$ cat src/rtl/cdb_pkg.sv
// Shared CDB definitions: sizes, tag type and the
// lowest-index-first grant rule used by the CDB arbiter.
package cdb_pkg;

  localparam int NUM_FU          = 5;
  localparam int SUPERSCALAR_WAY = 2;
  localparam int PHY_REG_NUM     = 8;
  localparam int TAG_W           = $clog2(PHY_REG_NUM);

  typedef logic [TAG_W-1:0] phy_tag_t;

  function automatic logic [NUM_FU-1:0] cdb_grant(
    input logic [NUM_FU-1:0] req
  );
    logic [NUM_FU-1:0] g;
    int                n;
    g = '0;
    n = 0;
    for (int i = 0; i < NUM_FU; i++) begin
      if (req[i] && (n < SUPERSCALAR_WAY)) begin
        g[i] = 1'b1;
      end
      if (req[i]) begin
        n = n + 1;
      end
    end
    return g;
  endfunction

endpackage

$ cat src/rtl/complete_fifo.sv
// Single-FU completion FIFO: valid/ready push, pop on grant, flush.
// Ports: clk, reset, flush_i, valid_i, tag_i, pop_i -> ready_o, req_o, head_o.
module complete_fifo
  import cdb_pkg::*;
#(
  parameter int DEPTH = 2
) (
  input  logic     clk,
  input  logic     reset,
  input  logic     flush_i,
  input  logic     valid_i,
  input  phy_tag_t tag_i,
  input  logic     pop_i,
  output logic     ready_o,
  output logic     req_o,
  output phy_tag_t head_o
);

  localparam int PTR_W = $clog2(DEPTH);
  localparam int CNT_W = $clog2(DEPTH) + 1;

  phy_tag_t           mem_q [DEPTH];
  phy_tag_t           mem_d [DEPTH];
  logic [PTR_W-1:0]   rd_ptr_q, rd_ptr_d;
  logic [PTR_W-1:0]   wr_ptr_q, wr_ptr_d;
  logic [CNT_W-1:0]   count_q, count_d;
  logic               push;
  logic               pop;

  assign ready_o = (count_q < CNT_W'(DEPTH));
  assign req_o   = (count_q != '0);
  assign head_o  = req_o ? mem_q[rd_ptr_q] : '0;

  // Pop is only meaningful when non-empty; grant already implies that.
  assign push = valid_i && ready_o && !flush_i;
  assign pop  = pop_i && req_o && !flush_i;

  always_comb begin
    mem_d    = mem_q;
    rd_ptr_d = rd_ptr_q;
    wr_ptr_d = wr_ptr_q;
    count_d  = count_q;
    if (flush_i) begin
      rd_ptr_d = '0;
      wr_ptr_d = '0;
      count_d  = '0;
    end else begin
      if (push) begin
        mem_d[wr_ptr_q] = tag_i;
        wr_ptr_d        = wr_ptr_q + PTR_W'(1);
      end
      if (pop) begin
        rd_ptr_d = rd_ptr_q + PTR_W'(1);
      end
      count_d = count_q + CNT_W'(push) - CNT_W'(pop);
    end
  end

  always_ff @(posedge clk) begin
    if (reset) begin
      mem_q    <= '{default: '0};
      rd_ptr_q <= '0;
      wr_ptr_q <= '0;
      count_q  <= '0;
    end else begin
      mem_q    <= mem_d;
      rd_ptr_q <= rd_ptr_d;
      wr_ptr_q <= wr_ptr_d;
      count_q  <= count_d;
    end
  end

endmodule

$ cat src/rtl/fu_complete_buffer.sv
// Per-FU completion buffers feeding the CDB; pops what the CDB grants.
// Ports: fu_valid_i/fu_tag_i in, fu_ready_o, cdb_req_o, cdb_tag_o out.
module fu_complete_buffer
  import cdb_pkg::*;
#(
  parameter int DEPTH = 2
) (
  input  logic                  clk,
  input  logic                  reset,
  input  logic                  flush_i,
  input  logic     [NUM_FU-1:0] fu_valid_i,
  input  phy_tag_t [NUM_FU-1:0] fu_tag_i,
  output logic     [NUM_FU-1:0] fu_ready_o,
  output logic     [NUM_FU-1:0] cdb_req_o,
  output phy_tag_t [NUM_FU-1:0] cdb_tag_o
);

  logic [NUM_FU-1:0] grant;

  // Same rule the CDB applies, so popped == broadcast.
  assign grant = cdb_grant(cdb_req_o);

  for (genvar i = 0; i < NUM_FU; i++) begin : g_fifo
    complete_fifo #(
      .DEPTH (DEPTH)
    ) u_fifo (
      .clk     (clk),
      .reset   (reset),
      .flush_i (flush_i),
      .valid_i (fu_valid_i[i]),
      .tag_i   (fu_tag_i[i]),
      .pop_i   (grant[i]),
      .ready_o (fu_ready_o[i]),
      .req_o   (cdb_req_o[i]),
      .head_o  (cdb_tag_o[i])
    );
  end

endmodule
$ cat config.mk
export PLATFORM = sky130hd
export DESIGN_NAME = fu_complete_buffer
export DESIGN_NICKNAME = d
export VERILOG_FILES = /design/src/rtl/cdb_pkg.sv /design/src/rtl/complete_fifo.sv /design/src/rtl/fu_complete_buffer.sv
export SDC_FILE = /design/constraint.sdc
export NUM_CORES = 1
export LEC_CHECK = 0
export CAP_MARGIN = 0
export CORE_MARGIN = 2
export CORE_UTILIZATION = 54
export CTS_BUF_LIST = sky130_fd_sc_hd__clkbuf_8
export CTS_CLUSTER_SIZE = 20
export DETAILED_ROUTE_END_ITERATION = 7
export GPL_TIMING_DRIVEN = 0
export PLACE_DENSITY = 0.84
export SYNTH_ARGS = -nofsm -noshare
export SYNTH_HDL_FRONTEND = slang
export SYNTH_SLANG_ARGS = --single-unit
$ cat constraint.sdc
create_clock -name clk -period 3.5 [get_ports clk]
set_input_delay 0.525 -clock clk [delete_from_list [all_inputs] [get_ports clk]]
set_output_delay 0.525 -clock clk [all_outputs]
set_load 0.05 [all_outputs]
==> impl_metrics.py, run 1 <==
metrics = {
    "clocking": {
        "cts_buffer_depth": 2,
        "cts-root-buf": "clkbuf_8",
        "insertion_delay_ns": 0.31,
        "cts_setup_buffers": 0,
        "cts_max_level": 2,
        "cts.clk_slew.worst_paths_ns": 0.10,
        "cts.repair.resized": 0,
        "numCtsBuffers": 5,
        "hold_buffers": 0,
        "cts_tree": "yes",
        "cts.sinks": 50,
    },
    "cells_and_area": {
        "syn_to_final_growth_pct": 24.8,
        "final_area_um2": 3230,
        "layout-drive-gt1-share_pct": 10.6,
        "fin_util_pct": 69.2,
        "fillers": 388,
        "final_common_cell": "nor2_1",
        "stdcell_count": 394,
        "mostFrequentLayoutCells": "65 x nor2_1, 50 x dfxtp_1, 47 x clkdlybuf4s50_1",
        "nets": 376,
        "n_antenna_cell": 0,
    },
    "sta": {
        "clock-skew-final_ns": 0.0107,
        "worst_slew_pin_slew_ns": 0.532,
        "max_slew_margin_pct": 64.5,
        "period_needed_ns": 3.06,
        "max_freq_ghz": 0.327,
        "worst_slack_ns": 0.439,
        "tns_ns": 0,
        "finalHoldViolations": 0,
        "setup_violations": 0,
        "final_max_slew_viol_count": 0,
        "grt_setup_unrepaired": "false",
        "fin_crit_sh_pct": 87.5,
    },
    "synthesis": {
        "synth_top_area_share_pct": 38.7,
        "syn_avg_cell_area_um2": 9.07,
        "ys_seq_area_share_pct": 38.7,
        "synth-async-reset-ratio_pct": 0,
        "synthesis.area_um2": 2580,
        "synth_area_leaders": "dfxtp_1 39%, mux2i_1 16%, nor2_1 9.7%, ha_1 6.3%, xnor2_1 5.4%",
        "synth-warning-count": 0,
        "syn_nets": 322,
        "ys.flop_type": "dfxtp_1",
        "synth-seq-cells": 50,
        "yosysUniqueCellTypes": 35,
        "synth_edf_count": 0,
        "synth_top_area_cell": "dfxtp_1",
        "syn_inst": 285,
    },
    "setup_path": {
        "crit_type": "reg -> reg",
        "path_buf_inv": 2,
        "worstPathMaxFanout": 7,
        "startpoint_type": "flop",
        "required_ns": 3.70,
        "crit_slowest_cell": "dfxtp_1",
        "arrival_ns": 3.26,
        "critPathTopFamily": "simple AND/OR/NAND/NOR gates",
        "cpPeakStageDelay_ns": 0.35,
        "crit_chain": "nor2_2, inv_1, ha_1, nor3_1, nor2_1, ha_1, nor3_1, nand4b_1, nand2_1, ha_1, inv_1, ha_1, xnor2_1, xnor2_1, nor2_1",
        "worstSetupEndpointType": "flop",
        "cpMostUsedCell": "ha_1",
    },
    "floorplanning": {
        "die_x_um": 73.2,
        "start_util_pct": 55.4,
        "row_count": 25,
        "die-area_um2": 5350,
        "coreArea_um2": 4660,
        "num_io_pins": 48,
        "die_h_um": 73.2,
    },
    "hold_path": {
        "worst_hold_path_type": "reg -> reg",
    },
    "detailed_routing": {
        "drtIter0Drc": 77,
        "ant_nets": 0,
        "drt_wl_total_mm": 4.98,
        "first_pass_iters": 4,
        "vias": 1979,
        "routed_via_density": 5.02,
        "avgRoutedWirePerCell_um": 12.6,
        "drc": 0,
    },
    "placed_design": {
        "place_congestion": 0.780,
        "placedCellCount": 386,
        "port_buffers": 47,
        "place_area_um2": 3120,
        "pre_cts_ws_ns": 0.256,
        "dp_hpwl_mm": 3.86,
    },
    "power": {
        "p_int_w": 0.000860,
        "vdd_drop_max_v": 0.000219,
        "clkPwrFrac_pct": 30.2,
        "seqPwrFrac_pct": 50.3,
        "power_density_nw_per_um2": 372,
        "p_leak_nw": 1.27,
        "p_switching_w": 0.000340,
        "power_frac_comb_pct": 19.6,
        "sw_frac_of_total_pct": 28.3,
    },
    "global_route": {
        "grt_remaining_overflow": 0,
        "antenna_found_initial": 0,
        "grt_max_degree": 17,
        "grt_pass1_vias": 1968,
        "grt_use_total_pct": 20.5,
        "grt_pass1_wl_mm": 8.45,
    },
    "run_status": {
        "status": "completed",
    },
    "run": {
        "drv_cap": 0,
    },
}
flip-flops by register name, summed over array words and instances (netlist names):
register / cells
g_fifo.u_fifo.count_q: 10
g_fifo.u_fifo.mem_q: 30
g_fifo.u_fifo.rd_ptr_q: 5
g_fifo.u_fifo.wr_ptr_q: 5
cell type report:
cell class / instances / area (um2) / area share, %
Clock buffer: 6 / 82.6 / 2.56
Sequential cell: 50 / 1000 / 31.0
Multi-Input combinational cell: 188 / 1360 / 42.1
Clock inverter: 2 / 16.3 / 0.504
Tap cell: 54 / 67.6 / 2.09
Buffer: 26 / 150 / 4.65
Timing Repair Buffer: 47 / 470 / 14.6
Inverter: 21 / 78.8 / 2.44
power groups by stage:
stage	Sequential [W]	Clock, W	Combinational (W)
after floorplan	0.000612	0	0.000164
after global placement	0.000614	0	0.000229
after detailed placement	0.000616	0	0.000235
after CTS	0.000603	0.000368	0.000237
after global routing	0.000607	0.000394	0.000260
final	0.000604	0.000362	0.000235
synthesized netlist by cell type (all sizes together), types with 2 or more instances:
cell	count
inv	20
and2	9
and2b	4
clkbuf	9
nand3	2
xor2	3
a21oi	4
nor3	4
nand2	5
dfxtp	50
o21ai	4
ha	13
buf	17
nor2	68
xnor2	16
nor3b	4
mux2i	42
worst min-delay path, delay by kind of cell (launching register included):
family,cells,cell delay (ns)
compound gates,2,0.12
flops,1,0.32
through the flow:
stage          total power [W]  hold WS [ns]
3_3_place_gp          0.000844         0.464
2_1_floorplan         0.000776         0.453
4_1_cts                0.00121         0.483
3_5_place_dp          0.000851         0.469
6_report               0.00120         0.484
5_1_grt                0.00126         0.512
kinds of logic (layout without fill, tap and decap cells):
group | count (synthesis) | in the layout | synth area share (%)
AND/OR/NAND/NOR | 101 | 101 | 19.2
flip-flops | 50 | 50 | 38.7
buffers and inverters | 47 | 102 | 8.86
multiplexers | 42 | 42 | 16.3
XOR/XNOR | 19 | 19 | 6.44
adder cells (fa/ha/maj) | 14 | 14 | 7.07
AO/OA/AOI/OAI | 12 | 12 | 3.44
metal layers:
layer	vias up	GRT usage [%]	part of all wire, %
met2	33	35.4	51
met1	932	24.9	44
met4	0	7.00	1.6
met3	7	4.83	3.0
li1	1007	-	-
met5	-	0	0
path summary, 6_finish.rpt:
kind	startpoint	to	slack, ns	cells past startpoint
hold reg to reg	g_fifo[3].u_fifo.mem_q[4]	g_fifo[3].u_fifo.mem_q[4]	0.48	2
setup reg to reg	g_fifo[0].u_fifo.count_q[1]	g_fifo[4].u_fifo.count_q[1]	0.44	15
hold / removal	g_fifo[3].u_fifo.mem_q[4]	g_fifo[3].u_fifo.mem_q[4]	0.48	2
setup / recovery	g_fifo[0].u_fifo.count_q[1]	g_fifo[4].u_fifo.count_q[1]	0.44	15
(Power assumes the default switching activity.)
==> run 2, diff against run 1 <==
--- a/constraint.sdc
+++ b/constraint.sdc
@@ -3,2 +3,2 @@
 set_output_delay 0.525 -clock clk [all_outputs]
-set_load 0.05 [all_outputs]
+set_load 0.01 [all_outputs]
==> results of run 2 <==
The final DEF is identical to that of run 1. Status: completed.
Among the figures that moved: total power 0.00120 W -> 0.00117 W; worst IR drop on VDD 0.000219 V -> 0.000218 V
==> run 3, diff against run 2 <==
Settings changed: SLEW_MARGIN from default to 20.
==> results of run 3 <==
The final DEF is identical to that of run 1. Status: completed.
Among the figures that moved: total power 0.00120 W -> 0.00117 W; worst IR drop on VDD 0.000219 V -> 0.000218 V
